### src/rtl/regfile_pkg.sv
// Shared constants, write-back entry type and one-hot decode for the 32x32 register array.
// Used by wb_fifo and regfile_wb_queue (optional forwarding: REGFILE_WB_BYPASS_EN).
package regfile_pkg;

    localparam int REG_AW = 5;
    localparam int REG_DW = 32;
    localparam int REG_N  = 32;

    typedef struct packed {
        logic [REG_AW-1:0] addr;
        logic [REG_DW-1:0] data;
    } wb_entry_t;

    function automatic logic [REG_N-1:0] onehot_dec(input logic [REG_AW-1:0] addr);
        logic [REG_N-1:0] v;
        v       = '0;
        v[addr] = 1'b1;
        return v;
    endfunction

endpackage

### src/rtl/wb_fifo.sv
// DEPTH-entry circular buffer of pending register writes, with an age-ordered view
// (index 0 = head) for hazard compares. Data view only exists with REGFILE_WB_BYPASS_EN.
module wb_fifo
    import regfile_pkg::*;
#(
    parameter int DEPTH = 2,
    parameter int AW    = REG_AW,
    parameter int DW    = REG_DW
) (
    input  logic                clk,
    input  logic                rst_n,
    input  logic                push,
    input  logic [AW-1:0]       push_addr,
    input  logic [DW-1:0]       push_data,
    input  logic                pop,
    output logic                full,
    output logic                empty,
    output logic [AW-1:0]       head_addr,
    output logic [DW-1:0]       head_data,
    output logic [DEPTH*AW-1:0] view_addr,
`ifdef REGFILE_WB_BYPASS_EN
    output logic [DEPTH*DW-1:0] view_data,
`endif
    output logic [DEPTH-1:0]    view_vld
);

    localparam int PW = $clog2(DEPTH);
    localparam int CW = PW + 1;

    logic [AW-1:0] mem_addr [DEPTH];
    logic [DW-1:0] mem_data [DEPTH];
    logic [PW-1:0] rd_ptr;
    logic [PW-1:0] wr_ptr;
    logic [CW-1:0] count;
    logic          do_push;
    logic          do_pop;

    assign full    = (count == CW'(DEPTH));
    assign empty   = (count == '0);
    assign do_push = push && !full;
    assign do_pop  = pop && !empty;

    always_ff @(posedge clk or negedge rst_n) begin
        if (!rst_n) begin
            rd_ptr <= '0;
            wr_ptr <= '0;
            count  <= '0;
        end else begin
            if (do_push) wr_ptr <= wr_ptr + PW'(1);
            if (do_pop)  rd_ptr <= rd_ptr + PW'(1);
            case ({do_push, do_pop})
                2'b10:   count <= count + CW'(1);
                2'b01:   count <= count - CW'(1);
                default: ;
            endcase
        end
    end

    // Storage carries no reset; occupancy is tracked by the pointers and count alone.
    always_ff @(posedge clk) begin
        if (do_push) begin
            mem_addr[wr_ptr] <= push_addr;
            mem_data[wr_ptr] <= push_data;
        end
    end

    assign head_addr = mem_addr[rd_ptr];
    assign head_data = mem_data[rd_ptr];

    always_comb begin
        view_addr = '0;
        view_vld  = '0;
`ifdef REGFILE_WB_BYPASS_EN
        view_data = '0;
`endif
        for (int k = 0; k < DEPTH; k++) begin
            view_addr[k*AW +: AW] = mem_addr[rd_ptr + PW'(k)];
`ifdef REGFILE_WB_BYPASS_EN
            view_data[k*DW +: DW] = mem_data[rd_ptr + PW'(k)];
`endif
            view_vld[k] = (CW'(k) < count);
        end
    end

endmodule

### src/rtl/regfile_wb_queue.sv
// Write-back queue feeding the register array D/En ports, with rs/rt pending-write hazard flags.
// REGFILE_WB_BYPASS_EN adds youngest-pending-data forwarding on rs_fwd/rt_fwd.
module regfile_wb_queue
    import regfile_pkg::*;
#(
    parameter int DEPTH = 2,
    parameter int AW    = REG_AW,
    parameter int DW    = REG_DW
) (
    input  logic             Clk,
    input  logic             Clrn,
    input  logic             wb_valid,
    output logic             wb_ready,
    input  logic [AW-1:0]    wb_addr,
    input  logic [DW-1:0]    wb_data,
    output logic [DW-1:0]    D,
    output logic [2**AW-1:0] En,
    input  logic [AW-1:0]    rs_addr,
    input  logic [AW-1:0]    rt_addr,
    output logic             rs_hit,
    output logic             rt_hit,
    output logic [DW-1:0]    rs_fwd,
    output logic [DW-1:0]    rt_fwd
);

    logic                fifo_full;
    logic                fifo_empty;
    logic                push;
    logic                pop;
    logic [AW-1:0]       head_addr;
    logic [DW-1:0]       head_data;
    logic [DEPTH*AW-1:0] view_addr;
    logic [DEPTH-1:0]    view_vld;
    logic                slot_vld;
    logic [AW-1:0]       slot_addr;
`ifdef REGFILE_WB_BYPASS_EN
    logic [DEPTH*DW-1:0] view_data;
`endif

    // r0 is hardwired to zero: the handshake completes but nothing is queued.
    assign wb_ready = !fifo_full;
    assign push     = wb_valid && wb_ready && (wb_addr != '0);
    assign pop      = !fifo_empty;

    wb_fifo #(
        .DEPTH (DEPTH),
        .AW    (AW),
        .DW    (DW)
    ) u_fifo (
        .clk       (Clk),
        .rst_n     (Clrn),
        .push      (push),
        .push_addr (wb_addr),
        .push_data (wb_data),
        .pop       (pop),
        .full      (fifo_full),
        .empty     (fifo_empty),
        .head_addr (head_addr),
        .head_data (head_data),
        .view_addr (view_addr),
`ifdef REGFILE_WB_BYPASS_EN
        .view_data (view_data),
`endif
        .view_vld  (view_vld)
    );

    // Output slot: one write presented to the array per cycle; D holds when idle.
    always_ff @(posedge Clk or negedge Clrn) begin
        if (!Clrn) begin
            slot_vld  <= 1'b0;
            slot_addr <= '0;
            D         <= '0;
            En        <= '0;
        end else if (pop) begin
            slot_vld  <= 1'b1;
            slot_addr <= head_addr;
            D         <= head_data;
            En        <= onehot_dec(head_addr);
        end else begin
            slot_vld  <= 1'b0;
            En        <= '0;
        end
    end

    always_comb begin
        rs_hit = slot_vld && (slot_addr == rs_addr);
        rt_hit = slot_vld && (slot_addr == rt_addr);
        for (int k = 0; k < DEPTH; k++) begin
            if (view_vld[k] && (view_addr[k*AW +: AW] == rs_addr)) rs_hit = 1'b1;
            if (view_vld[k] && (view_addr[k*AW +: AW] == rt_addr)) rt_hit = 1'b1;
        end
        if (rs_addr == '0) rs_hit = 1'b0;
        if (rt_addr == '0) rt_hit = 1'b0;
    end

`ifdef REGFILE_WB_BYPASS_EN
    // Later matches override earlier ones: slot first, then FIFO head to tail.
    always_comb begin
        rs_fwd = '0;
        rt_fwd = '0;
        if (rs_addr != '0) begin
            if (slot_vld && (slot_addr == rs_addr)) rs_fwd = D;
            for (int k = 0; k < DEPTH; k++)
                if (view_vld[k] && (view_addr[k*AW +: AW] == rs_addr))
                    rs_fwd = view_data[k*DW +: DW];
        end
        if (rt_addr != '0) begin
            if (slot_vld && (slot_addr == rt_addr)) rt_fwd = D;
            for (int k = 0; k < DEPTH; k++)
                if (view_vld[k] && (view_addr[k*AW +: AW] == rt_addr))
                    rt_fwd = view_data[k*DW +: DW];
        end
    end
`else
    assign rs_fwd = '0;
    assign rt_fwd = '0;
`endif

endmodule

### config.mk
export PLATFORM = sky130hd
export DESIGN_NAME = regfile_wb_queue
export DESIGN_NICKNAME = d
export VERILOG_FILES = /design/src/rtl/regfile_pkg.sv /design/src/rtl/wb_fifo.sv /design/src/rtl/regfile_wb_queue.sv
export SDC_FILE = /design/constraint.sdc
export NUM_CORES = 1
export LEC_CHECK = 0
export ABC_AREA = 1
export BUFFER_PORTS_ARGS = -buffer_cell sky130_fd_sc_hd__buf_2
export CELL_PAD_IN_SITES_DETAIL_PLACEMENT = 2
export CELL_PAD_IN_SITES_GLOBAL_PLACEMENT = 2
export CORE_UTILIZATION = 34
export DETAILED_ROUTE_END_ITERATION = 10
export PLACE_DENSITY = 0.93
export SYNTH_ARGS = -nofsm -noshare
export SYNTH_HDL_FRONTEND = slang
export SYNTH_HIERARCHICAL = 1
export SYNTH_SLANG_ARGS = --single-unit
### constraint.sdc
create_clock -name Clk -period 5.2 [get_ports Clk]
set_clock_uncertainty 0.1 [all_clocks]
set_input_delay 0.26 -clock Clk [delete_from_list [all_inputs] [get_ports Clk]]
set_output_delay 0.26 -clock Clk [all_outputs]
set_load 0.005 [all_outputs]
* Yosys cells after proc, flatten, opt, wreduce, memory -nomap -nowiden
Memories as Yosys holds them, arrays and structs flattened. A register that Yosys moved wholly into a read port is not among the register bits. Index checks and enable logic that the tools add are counted.
Word-level totals: register bits 42, bits in latches 0, memory bits (writable) 74, ROM bits 0, bits of input ports 50, word-level logic and storage cells 57, memories 2
Memory list:
- u_fifo.mem_data | depth 2, bits a word 32, rd ports 1, clocked after memory_dff 1, wr ports 1, RTL line wb_fifo.sv:31 | logic [DW-1:0] mem_data [DEPTH];
- u_fifo.mem_addr | depth 2, bits a word 5, rd ports 2, clocked after memory_dff 0, wr ports 1, RTL line wb_fifo.sv:30 | logic [AW-1:0] mem_addr [DEPTH];
Cells by class: $add $sub $neg 4, multiply operators 0, div/mod/pow operators 0, $lt $le $gt $ge 4, equality and inequality tests 9, shift operators 0, mux-type cells 13, bitwise logic cells 0, reductions and logical operators 19
Operator list (number):
- $mux 32 | 1
- $eq 5x5->1 | 6
- $logic_and 1x1->1 | 10
- $logic_not 5->1 | 2
- $mux 1 | 10
- $lt 5x6->1 const B | 1
- $demux 1 s5 | 1
- $ge 5x1->1 const B | 1
- $reduce_bool 5->1 | 1
- $eq 2x2->1 const B | 2
- $logic_not 1->1 | 4
- $lt 1x2->1 const A | 2
- $pmux 2 s2 | 1
- $add 1x1->1 const B | 2
- $add 2x1->2 const B | 1
- $eq 2x1->1 const B | 1
- $logic_not 2->1 | 1
- $reduce_bool 2->1 | 1
- $sub 2x1->2 const B | 1

* Depth between registers and ports, before layout
Gate-level depths: netlist (run 1).
depth in word-level cells 7, gate-level depth with buffers 14

* Cells and area by module
The synthesis (run 1) kept the hierarchy.
By module, submodules not included:
- regfile_wb_queue | instances 1, cells an instance 453, area each 3494.6 um^2, sequential area each 1751.7 um^2
- wb_fifo | instances 1, cells an instance 244, area each 3085.5 um^2, sequential area each 2322.2 um^2

* Least setup slack after synthesis (run 1)
No wires, ideal clock.
path kind flip-flop to flip-flop, start point reg u_fifo.count[0], end point mem u_fifo/mem_addr[1][0] (netlist name), enable pin, data arrival time 2479 ps, required time 4669 ps, setup slack 2190 ps, cell stages (with the launch flop) 8, clock period less this slack 3010 ps, cell sequence dfrtp_1 -> inv_1 -> ha_1 -> inv_1 -> nand3_1 -> inv_1 -> nand2_1 -> nor2_1
On the way: longest elaborated chain between the ends 7
Ends and longest elaborated chain:
- start: declaration | RTL line wb_fifo.sv:34 | logic [CW-1:0] count;
- start signal: assignment | RTL line wb_fifo.sv:52 | 2'b10: count <= count + CW'(1);
- start signal: assignment | RTL line wb_fifo.sv:53 | 2'b01: count <= count - CW'(1);
- $eq 2x2->1 | RTL line wb_fifo.sv:38 | assign full = (count == CW'(DEPTH));
- named net fifo_full | RTL line regfile_wb_queue.sv:26 | logic fifo_full;
- $logic_not 1->1 | RTL line regfile_wb_queue.sv:41 | assign wb_ready = !fifo_full;
- named net wb_ready | RTL line regfile_wb_queue.sv:13 | output logic wb_ready,
- $logic_and 1x1->1 (2 in a row) | RTL line regfile_wb_queue.sv:42 | assign push = wb_valid && wb_ready && (wb_addr != '0);
- named net push | RTL line regfile_wb_queue.sv:28 | logic push;
- $logic_and 1x1->1 | RTL line wb_fifo.sv:40 | assign do_push = push && !full;
- $mux 1 | RTL line wb_fifo.sv:61 | if (do_push) begin
- $mux 1 (implied by the code) | RTL line wb_fifo.sv:62 | mem_addr[wr_ptr] <= push_addr;
- end: declaration | RTL line wb_fifo.sv:30
The timed path passes the listed nets, and every way through them passes these cells.

* Worst setup path after layout (run 1)
start point reg u_fifo.rd_ptr, end point out rt_hit
On the way: longest elaborated chain between the ends 6, elaborated cells between the ends (all ways) 9
Ends and longest elaborated chain:
- start: declaration | RTL line wb_fifo.sv:32 | logic [PW-1:0] rd_ptr;
- start signal: assignment | RTL line wb_fifo.sv:50 | if (do_pop) rd_ptr <= rd_ptr + PW'(1);
- $mem_v2 2x5
- named net head_addr[0] | RTL line regfile_wb_queue.sv:30 | logic [AW-1:0] head_addr;
- $eq 5x5->1 | RTL line regfile_wb_queue.sv:90 | if (view_vld[k] && (view_addr[k*AW +: AW] == rt_addr)) rt_hit = 1'b1;
- $logic_and 1x1->1 | RTL line regfile_wb_queue.sv:90
- $mux 1 (2 in a row) | RTL line regfile_wb_queue.sv:90
- $mux 1 | RTL line regfile_wb_queue.sv:93 | if (rt_addr == '0) rt_hit = 1'b0;
- end: declaration | RTL line regfile_wb_queue.sv:21 | output logic rt_hit,
The timed path passes the listed nets, and every way through them passes these cells.

==> flow_summary.toml, run 1 <==
[drt]
antenna_left = 0
first_pass_iters = 4
avgRoutedWirePerCell_um = 17.1
drc = 0
wirelength_mm = 19.1
vias_per_cell = 4.47
drt_iter0_markers = 204
vias = 5020

[critical_path]
cp_common_cell = "nand2_1"
crit_path_top_delay_cell = "dfrtp_2"
end_kind = "output pin"
cp.required_ps = 4840
critical_path_class = "reg2out"
arrival_ps = 3200
crit_path_max_fanout = 44
slowest_delay_ps = 950
cp_cell_sequence = "inv_6, o21ai_0, inv_1, nand2_1, nand2_1, nor2_1, nand3_1, nand3_1, nand2_1, inv_1, buf_2"
startpoint_type = "flop"

[floorplan]
die_x_um = 141
start_util_pct = 34.9
dieArea_um2 = 19900
core_um2 = 18800
die_h_um = 141
rows = 50
num_io_pins = 181

[place]
postPlaceCellArea_um2 = 7110
hpwl_mm = 12.8
place_ws_ps = 2010
gp_congestion = 0.881
portBuffers = 116

[synthesis]
syn_area_per_cell_um2 = 9.44
netlist_area_um2 = 6580
synth.distinct_cells = 19
ys_seq_elements = 148
synth-edff-count = 74
yosysTopAreaCell = "edfxtp_1"
yosysTopAreaCellShare_pct = 33.8
ys_seq_area_share_pct = 61.9
async_flop_share_pct = 50.0
synth_warnings = 6
synth_ff_type = "edfxtp_1"
yosysMostFrequentCell = "nand2_1"
syn_inst = 697
synth_common_cells = "301 x nand2_1, 74 x dfrtp_1, 74 x edfxtp_1"
synth_area_leaders = "edfxtp_1 34%, dfrtp_1 28%, nand2_1 17%, buf_4 8.3%, nor2_1 3.4%"

[clock_tree]
h-tree-depth = 4
clk_pin_slew_ps = 60
cts.sinks = 148
clock_latency_ps = 430
cts_tree = "built"
cts_setup_buffers = 0
cts_resized = 0
root_buffer = "clkbuf_16"
cts_buffers = 17
cts.path.max_buffers = 2

[finish]
multi_input_area_um2 = 1910
fin_util_pct = 42.8
final-seq-area_um2 = 4080
drive_gt1_share_pct = 18.8
num_antenna_cells = 0
finalInstanceArea_um2 = 8050
fill_cells = 2110
synthToLayoutAreaGrowth_pct = 22.3
nNetsFinal = 903

[pwr]
p_leak_nw = 4.10
power.density_nw_per_um2 = 566
vdd_drop_max_v = 0.000221

[timing]
setup_violations = 0
whs_ps = 160
fmax_ghz = 0.281
period_needed_ps = 3560
maxSlewViolCount = 0
maxSlewHeadroom_pct = 22.0
setup-tns-final_ps = 0
rsz0062_at_grt = "false"
post-route-period-util_pct = 68.4
worst_slack_ps = 1640
final_hold_viol_count = 0
tightest_slew_ps = 1170

[run]
max_cap_violations = 0

[grt]
grt_max_degree = 75
grt_pass1_vias = 5614
grt_overflow = 0
grtUsageTotal_pct = 20.3
antenna_found_initial = 0
grt_pass1_wl_mm = 30.0

[hold_path]
hold_class = "in2reg"

[status]
status = "complete, no violations"
## metrics by stage
stage	std cells	power [mW]
finish	1122	4.56
global route	1122	4.87
CTS	1122	4.62
detailed placement	1052	3.36
global placement	1052	3.21
floorplan	760	2.82
## cells by family after synthesis
group	synth area share [%]
buf+inv	12.9
simple gates	22.9
fa+ha+maj	0.761
compound gates	1.41
other cells	0.0570
xor+xnor	0.133
flops	61.9
## final timing paths
| kind | slack, ps | depth (start not counted) | endpoint | start |
|---|---|---|---|---|
| max | 1640 | 11 | rt_hit | u_fifo/rd_ptr$_DFFE_PN0N_ |
| min | 160 | 5 | u_fifo/wr_ptr$_DFFE_PN0N_ | wb_valid |
| max reg2reg | 2270 | 5 | En[14]$_DFF_PN0_ | u_fifo/rd_ptr$_DFFE_PN0N_ |
| min reg2reg | 380 | 2 | D[28]$_DFFE_PN0N_ | D[28]$_DFFE_PN0N_ |
| max in group asynchronous | 3790 | 2 | u_fifo/rd_ptr$_DFFE_PN0N_ | Clrn |
| min in group asynchronous | 410 | 2 | En[29]$_DFF_PN0_ | Clrn |
## layout by cell type, fill, tap and decap left out, types with 3 or more instances in the layout
cell type	netlist	final
inv_6	2	7
nor3_1	3	3
edfxtp_1	74	74
inv_2	3	4
conb_1	1	64
inv_1	46	45
nand2_1	301	301
o21ai_0	12	12
buf_4	73	3
clkbuf_16	0	18
ha_1	4	3
nor2_1	60	59
dfrtp_1	74	73
dlygate4sd3_1	0	38
inv_4	0	3
nand3_1	23	23
buf_2	8	115
o21ai_1	3	3
## cell type report
cell class	instances	share of cell area (%)
Multi-Input combinational cell	475	23.7
Clock inverter	13	1.35
Clock buffer	19	5.64
Tap cell	260	4.04
Sequential cell	148	50.6
Timing Repair Buffer	156	12.2
Inverter	51	2.50
## routing by layer
| layer | GRT usage [%] | vias to the layer above | share of wire, % |
|---|---|---|---|
| met5 | 0 | - | 0 |
| met2 | 39.4 | 138 | 56 |
| met3 | 3.97 | 32 | 3.6 |
| met1 | 21.5 | 2516 | 39 |
| li1 | - | 2334 | - |
| met4 | 7.44 | 0 | 1.9 |
## report_power, final
group	internal, mW	switching (mW)	leakage, nW
sequential	1.60	0.224	1.64
combinational	0.476	1.06	2.19
clock	0.654	0.547	0.276
total	2.73	1.83	4.10
## repair_timing
item / 4_1_cts / 5_1_grt
hold endpoints to repair: 148 / 0
endpoints found under the setup margin: 0 / 0
hold buffers: 38 / 0
## registers in the layout, summed over array words and instances (netlist names)
register         count
D                   32
En                  32
slot_addr            5
slot_vld             1
u_fifo/count         2
u_fifo/mem_addr     10
u_fifo/mem_data     64
u_fifo/rd_ptr        1
u_fifo/wr_ptr        1
## worst max-delay path, delay by kind of cell (launching register included)
family                 cells  cell delay [ps]
AOI/OAI and AO/OA          1              790
and+or+nand+nor            6              490
buffers and inverters      4              540
DFF                        1              950
No activity file was read; power rests on OpenSTA's default activity.
==> run 2: changes to the inputs <==
CORE_UTILIZATION = 28   (was 34)
PLACE_DENSITY = 0.83   (was 0.93)
clock period = 3.2 ns   (was 5.2 ns; I/O delays follow)
==> run 2 against run 1 <==
  * First-iteration DRC count is 23% lower
  * Sequential share of layout area is 0.71 points lower
  * Via count is 0.94% lower
  * Highest routed layer unchanged
  * Core utilization is 7.0 points lower
  * Critical endpoint is now rs_hit
  * Worst setup slack worse by 1200 ps
==> flow_summary.toml, run 2 (same netlist as run 1, synthesis figures left out) <==
[grt]
grt_overflow = 0
grt_max_degree = 75
use_met3_pct = 3.09
grt_pass1_wl_mm = 30.2
grt_pass1_vias = 5456
grt_util_met2_pct = 31.9
grtUsageTotal_pct = 16.6
busiest_layer = "met2"
antenna_found_initial = 0
grtUsageMet1_pct = 18.7

[finish]
finalInstanceArea_um2 = 8160
fin_util_pct = 35.7
largest_reg_flops = 64
num_antenna_cells = 0
drive_gt1_share_pct = 18.9
top_regs = "u_fifo/mem_data (64), D (32), En (32)"
final_common_cell = "nand2_1"
synthToLayoutAreaGrowth_pct = 24.1
fin_cells = 1179
mostFrequentLayoutCells = "301 x nand2_1, 115 x buf_2, 74 x edfxtp_1"
fill_cells = 2587
regMostFlops = "u_fifo/mem_data"
nNetsFinal = 907

[timing]
final_hold_viol_count = 0
whs_ps = 91.5
setup_violations = 0
worst_slack_ps = 458
setup-tns-final_ps = 0
maxSlewViolCount = 0
period_needed_ps = 2740
fmax_ghz = 0.365
maxSlewHeadroom_pct = 32.0
rsz0062_at_grt = "false"
tightest_slew_ps = 1020
post-route-period-util_pct = 85.7

[status]
status = "complete, no violations"

[critical_path]
startpoint_type = "flop"
arrival_ps = 2480
end_kind = "output pin"
critical_path_class = "reg2out"
crit_path_max_fanout = 43
cp.required_ps = 2940

[clock_tree]
cts_tree = "built"
clk_pin_slew_ps = 60
cts_buffers = 17
root_buffer = "clkbuf_16"
cts_setup_buffers = 0
clock_latency_ps = 420
h-tree-depth = 4
cts.sinks = 148
cts.path.max_buffers = 2

[floorplan]
die_h_um = 155
core_um2 = 22800
die_x_um = 155
dieArea_um2 = 24100
rows = 55
start_util_pct = 28.8
num_io_pins = 181

[drt]
first_pass_iters = 4
drt_iter0_markers = 158
vias = 4973
antenna_left = 0
avgRoutedWirePerCell_um = 16.3
vias_per_cell = 4.22
drc = 0
wirelength_mm = 19.2

[place]
portBuffers = 116
hpwl_mm = 12.9
gp_congestion = 0.821
place_ws_ps = 764
postPlaceCellArea_um2 = 7200
place_inst = 1109

[pwr]
power_mw = 7.44
vdd_drop_max_v = 0.000324
p_leak_nw = 4.12
power.density_nw_per_um2 = 911

[hold_path]
hold_class = "in2reg"

[run]
max_cap_violations = 0
run 2: layout make-up:
| type | count | area, um^2 | share of cell area [%] |
|---|---|---|---|
| clock buffers | 18 | 429 | 5.26 |
| clock inverters | 14 | 151 | 1.85 |
| inverters | 51 | 201 | 2.47 |
| multi-input cells | 475 | 1910 | 23.4 |
| flip-flops and latches | 148 | 4080 | 49.9 |
| well taps | 313 | 392 | 4.80 |
| repair buffers | 160 | 1010 | 12.4 |
run 2: critical path, cell delays in order, from the launching register on:
cell and delay [ps]:
dfrtp_2 670, inv_6 240, nand2_1 140, o21ai_0 110
buf_4 190, nand2_1 70, nand2_1 50, nor2_1 190
nand3_1 100, nand3_1 100, nand2_1 50, inv_1 40
buf_2 100
run 2: power by group:
group	internal, mW	leakage (nW)	switching [mW]
clock network	1.16	0.278	0.823
logic	0.801	2.21	1.74
registers	2.60	1.64	0.317
run 2: layer usage:
metal,part of all wire [%],vias to the layer above
met2,55,111
met1,41,2503
met5,0,-
met3,3.1,13
met4,0.84,0
li1,-,2346
run 2: final timing paths:
check                      slack (ps)                         from                     endpoint  depth (start not counted)
hold / removal                     90                     wb_valid    u_fifo/wr_ptr$_DFFE_PN0N_                          5
hold reg to reg                   380            D[19]$_DFFE_PN0N_            D[19]$_DFFE_PN0N_                          2
setup reg to reg                  790  u_fifo/count[0]$_DFFE_PN0P_  u_fifo/count[1]$_DFFE_PN0P_                          9
setup / recovery                  460    u_fifo/rd_ptr$_DFFE_PN0N_                       rs_hit                         12
max in group asynchronous        1940                         Clrn    u_fifo/rd_ptr$_DFFE_PN0N_                          2
min in group asynchronous         380                         Clrn  u_fifo/count[0]$_DFFE_PN0P_                          2
run 2: repair_timing:
item,in CTS,in global routing
hold buffers,38,0
resized for setup,0,0
hold endpoints to repair,148,0
